## src/rtl/floor_request_scheduler_if.sv

```systemverilog
// Bus between the elevator call-button front end, the SCAN scheduler and the motion controller.
// Carries served_count only when SERVICE_COUNT_EN is defined.
interface floor_request_scheduler_if #(
  parameter int FLOORS  = 4,
  parameter int FLOOR_W = 2
);
  logic [FLOORS-1:0]  req_pulse;
  logic [FLOOR_W-1:0] cur_floor;
  logic               arrived;
  logic [FLOORS-1:0]  pending;
  logic [FLOOR_W-1:0] target;
  logic               target_valid;
  logic [1:0]         dir;
`ifdef SERVICE_COUNT_EN
  logic [15:0]        served_count;
`endif

  modport master (
    output req_pulse, cur_floor, arrived,
`ifdef SERVICE_COUNT_EN
    input  served_count,
`endif
    input  pending, target, target_valid, dir
  );

  modport slave (
    input  req_pulse, cur_floor, arrived,
`ifdef SERVICE_COUNT_EN
    output served_count,
`endif
    output pending, target, target_valid, dir
  );
endinterface

```

## src/rtl/floor_request_scheduler.sv

```systemverilog
// Latches call-button pulses per floor and runs a SCAN sweep picking the next target floor.
// Optional SERVICE_COUNT_EN adds a saturating 16-bit count of served requests.
module floor_request_scheduler #(
  parameter int FLOORS  = 4,
  parameter int FLOOR_W = 2
) (
  input logic                      clk,
  input logic                      rst,
  floor_request_scheduler_if.slave bus
);

  typedef enum logic [1:0] {IDLE = 2'b00, UP = 2'b01, DOWN = 2'b10} dir_e;

  localparam logic [FLOOR_W:0] NUM_FLOORS = FLOORS[FLOOR_W:0];

  logic [FLOORS-1:0]  pending_q, pending_d, clr;
  logic [FLOOR_W-1:0] target_q;
  logic               valid_q;
  dir_e               dir_q;

  logic               in_range, here, above_any, below_any;
  logic [FLOOR_W-1:0] lo_above, hi_below;

  function automatic logic [15:0] sat_inc(input logic [15:0] v);
    return (v == 16'hFFFF) ? v : v + 16'd1;
  endfunction

  assign in_range = ({1'b0, bus.cur_floor} < NUM_FLOORS);

  // Decode the registered pending set relative to the car's current floor.
  always_comb begin
    clr       = '0;
    here      = 1'b0;
    above_any = 1'b0;
    below_any = 1'b0;
    lo_above  = '0;
    hi_below  = '0;
    for (int i = FLOORS - 1; i >= 0; i--) begin
      if (pending_q[i] && (FLOOR_W'(i) > bus.cur_floor)) begin
        above_any = 1'b1;
        lo_above  = FLOOR_W'(i);
      end
    end
    for (int i = 0; i < FLOORS; i++) begin
      if (pending_q[i] && (FLOOR_W'(i) < bus.cur_floor)) begin
        below_any = 1'b1;
        hi_below  = FLOOR_W'(i);
      end
      if (FLOOR_W'(i) == bus.cur_floor) begin
        here   = pending_q[i];
        clr[i] = bus.arrived;
      end
    end
    pending_d = (pending_q | bus.req_pulse) & ~clr;
  end

  always_ff @(posedge clk or negedge rst) begin
    if (!rst) begin
      pending_q <= '0;
      target_q  <= '0;
      valid_q   <= 1'b0;
      dir_q     <= IDLE;
    end else begin
      pending_q <= pending_d;
      // Out-of-range floor freezes the sweep; otherwise continue ahead before reversing.
      if (in_range) begin
        case (dir_q)
          UP: begin
            if (above_any) begin
              target_q <= lo_above;
            end else if (here) begin
              target_q <= bus.cur_floor;
            end else if (below_any) begin
              dir_q    <= DOWN;
              target_q <= hi_below;
            end else begin
              dir_q   <= IDLE;
              valid_q <= 1'b0;
            end
          end
          DOWN: begin
            if (below_any) begin
              target_q <= hi_below;
            end else if (here) begin
              target_q <= bus.cur_floor;
            end else if (above_any) begin
              dir_q    <= UP;
              target_q <= lo_above;
            end else begin
              dir_q   <= IDLE;
              valid_q <= 1'b0;
            end
          end
          default: begin
            if (here) begin
              target_q <= bus.cur_floor;
              valid_q  <= 1'b1;
            end else if (above_any) begin
              dir_q    <= UP;
              target_q <= lo_above;
              valid_q  <= 1'b1;
            end else if (below_any) begin
              dir_q    <= DOWN;
              target_q <= hi_below;
              valid_q  <= 1'b1;
            end else begin
              valid_q <= 1'b0;
            end
          end
        endcase
      end
    end
  end

  assign bus.pending      = pending_q;
  assign bus.target       = target_q;
  assign bus.target_valid = valid_q;
  assign bus.dir          = dir_q;

`ifdef SERVICE_COUNT_EN
  logic [15:0] served_count_q, served_count_d;

  assign served_count_d = (bus.arrived && in_range && here) ? sat_inc(served_count_q)
                                                            : served_count_q;

  always_ff @(posedge clk or negedge rst) begin
    if (!rst) served_count_q <= '0;
    else      served_count_q <= served_count_d;
  end

  assign bus.served_count = served_count_q;
`endif

endmodule

```

## src/flat_wrapper.sv

```systemverilog
// flat-port wrapper written by rule: the top's interface ports become plain ports
module floor_request_scheduler_flat 
#(
  parameter int FLOORS  = 4,
  parameter int FLOOR_W = 2
)
  (clk, rst, bus_req_pulse, bus_cur_floor, bus_arrived, bus_pending, bus_target, bus_target_valid, bus_dir);
  floor_request_scheduler_if #(.FLOORS(FLOORS), .FLOOR_W(FLOOR_W)) bus_i ();
  input logic clk;
  input logic rst;
  input wire logic [$bits(bus_i.req_pulse)-1:0] bus_req_pulse;
  input wire logic [$bits(bus_i.cur_floor)-1:0] bus_cur_floor;
  input wire logic [$bits(bus_i.arrived)-1:0] bus_arrived;
  output wire logic [$bits(bus_i.pending)-1:0] bus_pending;
  output wire logic [$bits(bus_i.target)-1:0] bus_target;
  output wire logic [$bits(bus_i.target_valid)-1:0] bus_target_valid;
  output wire logic [$bits(bus_i.dir)-1:0] bus_dir;
  assign bus_i.req_pulse = bus_req_pulse;
  assign bus_i.cur_floor = bus_cur_floor;
  assign bus_i.arrived = bus_arrived;
  assign bus_pending = bus_i.pending;
  assign bus_target = bus_i.target;
  assign bus_target_valid = bus_i.target_valid;
  assign bus_dir = bus_i.dir;
  floor_request_scheduler #(.FLOORS(FLOORS), .FLOOR_W(FLOOR_W)) u_core (.clk(clk), .rst(rst), .bus(bus_i));
endmodule
```

## config.mk

```make
export PLATFORM = sky130hd
export DESIGN_NAME = floor_request_scheduler_flat
export DESIGN_NICKNAME = d
export VERILOG_FILES = /design/src/rtl/floor_request_scheduler_if.sv /design/src/rtl/floor_request_scheduler.sv /design/src/flat_wrapper.sv
export SDC_FILE = /design/constraint.sdc
export NUM_CORES = 1
export LEC_CHECK = 0
export BUFFER_PORTS_ARGS = -buffer_cell sky130_fd_sc_hd__buf_2
export CAP_MARGIN = 0
export CORE_MARGIN = 4
export CORE_UTILIZATION = 45
export CTS_CLUSTER_DIAMETER = 60
export CTS_CLUSTER_SIZE = 30
export DETAILED_ROUTE_END_ITERATION = 6
export PLACE_DENSITY = 0.68
export SYNTH_ARGS = -nofsm -noshare
export SYNTH_HDL_FRONTEND = slang
export SYNTH_SLANG_ARGS = --single-unit
```

## constraint.sdc

```tcl
create_clock -name clk -period 3.36 [get_ports clk]
set_input_delay 0.672 -clock clk [delete_from_list [all_inputs] [get_ports clk]]
set_output_delay 0.672 -clock clk [all_outputs]
set_load 0.005 [all_outputs]
```

==> impl_metrics.csv <==
group,metric,value,unit
run_status,status,"complete, no violations",
clock_network,cts_root_buffer,"clkbuf_4",
place,io_buffers,17,
floorplan,core,0.00173,sq mm
worst_setup_path,crit_path_top_delay_cell,"mux4_1",
power_and_ir_drop,p_per_area,652,mW/mm^2
global_routing,grt_pass1_vias,743,
sta,period_share,54.8,%
flow_run,drv_cap,0,
clock_network,post_cts_buffers,0,
worst_setup_path,cp-end-kind,"flip-flop",
synth,syn_nets,109,
clock_network,cts_max_path_buffers,2,
drt,top_layer_used,"met4",
clock_network,clk_pin_slew_worst_paths,0.06,ns
power_and_ir_drop,peakVddDrop,0.325,mV
drt,route.met3.wl,109,um
synth,syn_area_per_cell,8.30,sq um
drt,drt_iter0_drc,23,
drt,met2_length,881,um
global_routing,grt_overflow,0,
synth,yosysSeqAreaShare,27.7,%
synth,synthesis.area,813,sq um
global_routing,grt_pass1_wl,3.40,mm
sta,relSlewSlack,68.8,%
drt,wl_met1,886,um
synth,yosysUniqueCellTypes,35,
finish,post-route-util,51.9,%
synth,synth_seq_cells,9,
worst_setup_path,worst-path-buf-inv,1,
synth,synth_warnings,0,
drt,ant_nets,0,
floorplan,die_width,50.5,um
place,place.gp.congestion,0.916,
sta,drv_slew,0,
floorplan,initial_core_util,47.1,%
clock_network,cts_tree,"built",
sta,rsz0062_at_grt,"no",
sta,worst_slack,1.52,ns
finish,drive_above_1_share,21.6,%
floorplan,dieArea,0.00255,sq mm
floorplan,die_h,50.5,um
min_path,min_path_type,"input pin to asynchronous set/reset pin",
sta,report.final.setup_viol,0,
worst_setup_path,arrival,1.98,ns
worst_setup_path,slowest_delay,0.63,ns
worst_setup_path,cp_cell_sequence,"buf_2, mux4_1, a21oi_1, o211ai_1, mux2i_1",
synth,synth_area_leaders,"dfrtp_1 (28%), a21oi_1 (6.8%), o32a_1 (4.9%)",
worst_setup_path,cp_top_family,"multiplexers",
sta,max_freq,0.543,GHz
sta,skew,0.000141,ns
worst_setup_path,start_kind,"input pin",
clock_network,holdBufCountCts,0,
synth,yosys.area.top_type,"dfrtp_1",
clock_network,post_cts_resized,0,
worst_setup_path,crit_type,"input pin to flip-flop",
global_routing,grt_usage,16.9,%
worst_setup_path,rrSetupSlack,1.53,ns
drt,routed_wl,1.89,mm
global_routing,grt_max_degree,20,
place,pre_cts_ws,1.26,ns
drt,drcViolationCount,0,
sta,period_needed,1.84,ns
finish,syn_to_final_growth,10.2,%
clock_network,clk_latency,0.26,ns
floorplan,pin_count,18,
drt,vias_per_cell,5.90,
finish,diodes,0,
power_and_ir_drop,cellLeakagePower,0.385,nW
place,hpwl,1.41,mm
clock_network,clock-sinks,9,
worst_setup_path,critPathRequiredTime,3.50,ns
clock_network,htree_num_levels,1,
sta,tns,0,ns
worst_setup_path,cp_max_fo,14,
clock_network,cts_made_buffers,3,
sta,whs,0.247,ns
global_routing,antenna_found_initial,0,
drt,vias,802,
sta,hold_violations,0,
synth,synth_cells,98,
synth,yosysTopAreaCellShare,27.7,%
finish,nets,123,
floorplan,num_rows,15,
drt,routedWlPerCell,13.9,um
sta,tightest_slew,0.467,ns
power_and_ir_drop,finalPower,584,uW
drt,first_pass_iters,4,
-- final cells by class --
type                            instances  area, sq um
Multi-Input combinational cell         73          498
Clock buffer                            4         26.3
Tap cell                               25         31.3
Sequential cell                         9          225
Inverter                                8         30.0
Timing Repair Buffer                   17         85.1
Fill cell                             181          831
-- cell usage after synthesis --
library cell	count
o311ai_0	1
nand2_1	7
o211ai_1	2
o22a_2	1
buf_6	3
o22ai_1	3
ha_1	2
mux4_1	1
nor2b_1	4
nor3_1	2
a221oi_2	1
mux2i_1	3
a2111oi_0	2
nor2_1	8
a21boi_0	1
nand3_1	1
a211oi_1	2
o21ai_0	5
o22a_1	1
buf_2	3
nor3b_1	2
a22oi_1	1
a22o_1	1
o21ai_1	1
o32a_1	4
inv_1	8
o32ai_1	1
clkbuf_1	1
nor2b_4	1
buf_4	1
nor2_2	1
or3_1	2
dfrtp_1	9
or2_1	1
a21oi_1	11
-- per-layer routing --
| metal | global-route usage, % | vias to the layer above |
|---|---|---|
| met5 | 0 | - |
| met4 | 2.69 | 0 |
| met3 | 5.64 | 2 |
| met2 | 25.4 | 26 |
| met1 | 23.7 | 383 |
| li1 | - | 391 |
-- cells in the final DEF, fill, tap and decap left out, drive strengths merged --
cell type   n
buf        17
a21oi      11
dfrtp       9
nor2        9
inv         8
nand2       7
o21ai       6
nor2b       5
o32a        4
clkbuf      4
o22ai       3
mux2i       3
nor3b       2
a211oi      2
a2111oi     2
nor3        2
or3         2
o211ai      2
ha          2
o22a        2
o311ai      1
or2         1
nand3       1
o32ai       1
mux4        1
a22oi       1
a22o        1
a21boi      1
a221oi      1
-- through the flow --
step           instances  cell area [sq um]
3_5_place_dp         132                870
3_3_place_gp         132                870
6_report             136                896
5_1_grt              136                896
4_1_cts              136                896
2_1_floorplan         98                813
-- kinds of logic (layout without fill, tap and decap cells) --
| kind of cell | after synthesis | in the layout | synth area share, % |
|---|---|---|---|
| fa+ha+maj | 2 | 2 | 3.08 |
| mux | 4 | 4 | 6.92 |
| compound gates | 38 | 38 | 32.8 |
| buf+inv | 16 | 29 | 11.1 |
| simple gates | 29 | 29 | 18.5 |
| flops | 9 | 9 | 27.7 |
-- registers in the layout, indices dropped and copies added, names as in the netlist --
signal / flops
u_core.bus.target: 2
u_core.bus.dir: 2
u_core.bus.pending: 4
u_core.bus.target_valid: 1
-- power by group --
group / leakage, nW / total, mW / internal (mW) / switching (mW)
combinational: 0.267 / 0.327 / 0.150 / 0.177
sequential: 0.102 / 0.172 / 0.143 / 0.0291
clock: 0.0150 / 0.0862 / 0.0459 / 0.0403
-- path summary, 6_finish.rpt --
path,from,to,cells after the start
max in group asynchronous,rst,u_core.bus.target[0]$_DFFE_PN0P_,1
max,bus_cur_floor[0],u_core.bus.dir[0]$_DFFE_PN0P_,5
max reg2reg,u_core.bus.pending[2]$_DFF_PN0_,u_core.bus.dir[0]$_DFFE_PN0P_,5
min reg2reg,u_core.bus.target[1]$_DFFE_PN0P_,u_core.bus.target[1]$_DFFE_PN0P_,2
min,rst,u_core.bus.target[1]$_DFFE_PN0P_,1
min in group clk,u_core.bus.target[1]$_DFFE_PN0P_,u_core.bus.target[1]$_DFFE_PN0P_,2
(Power assumes the default switching activity.)
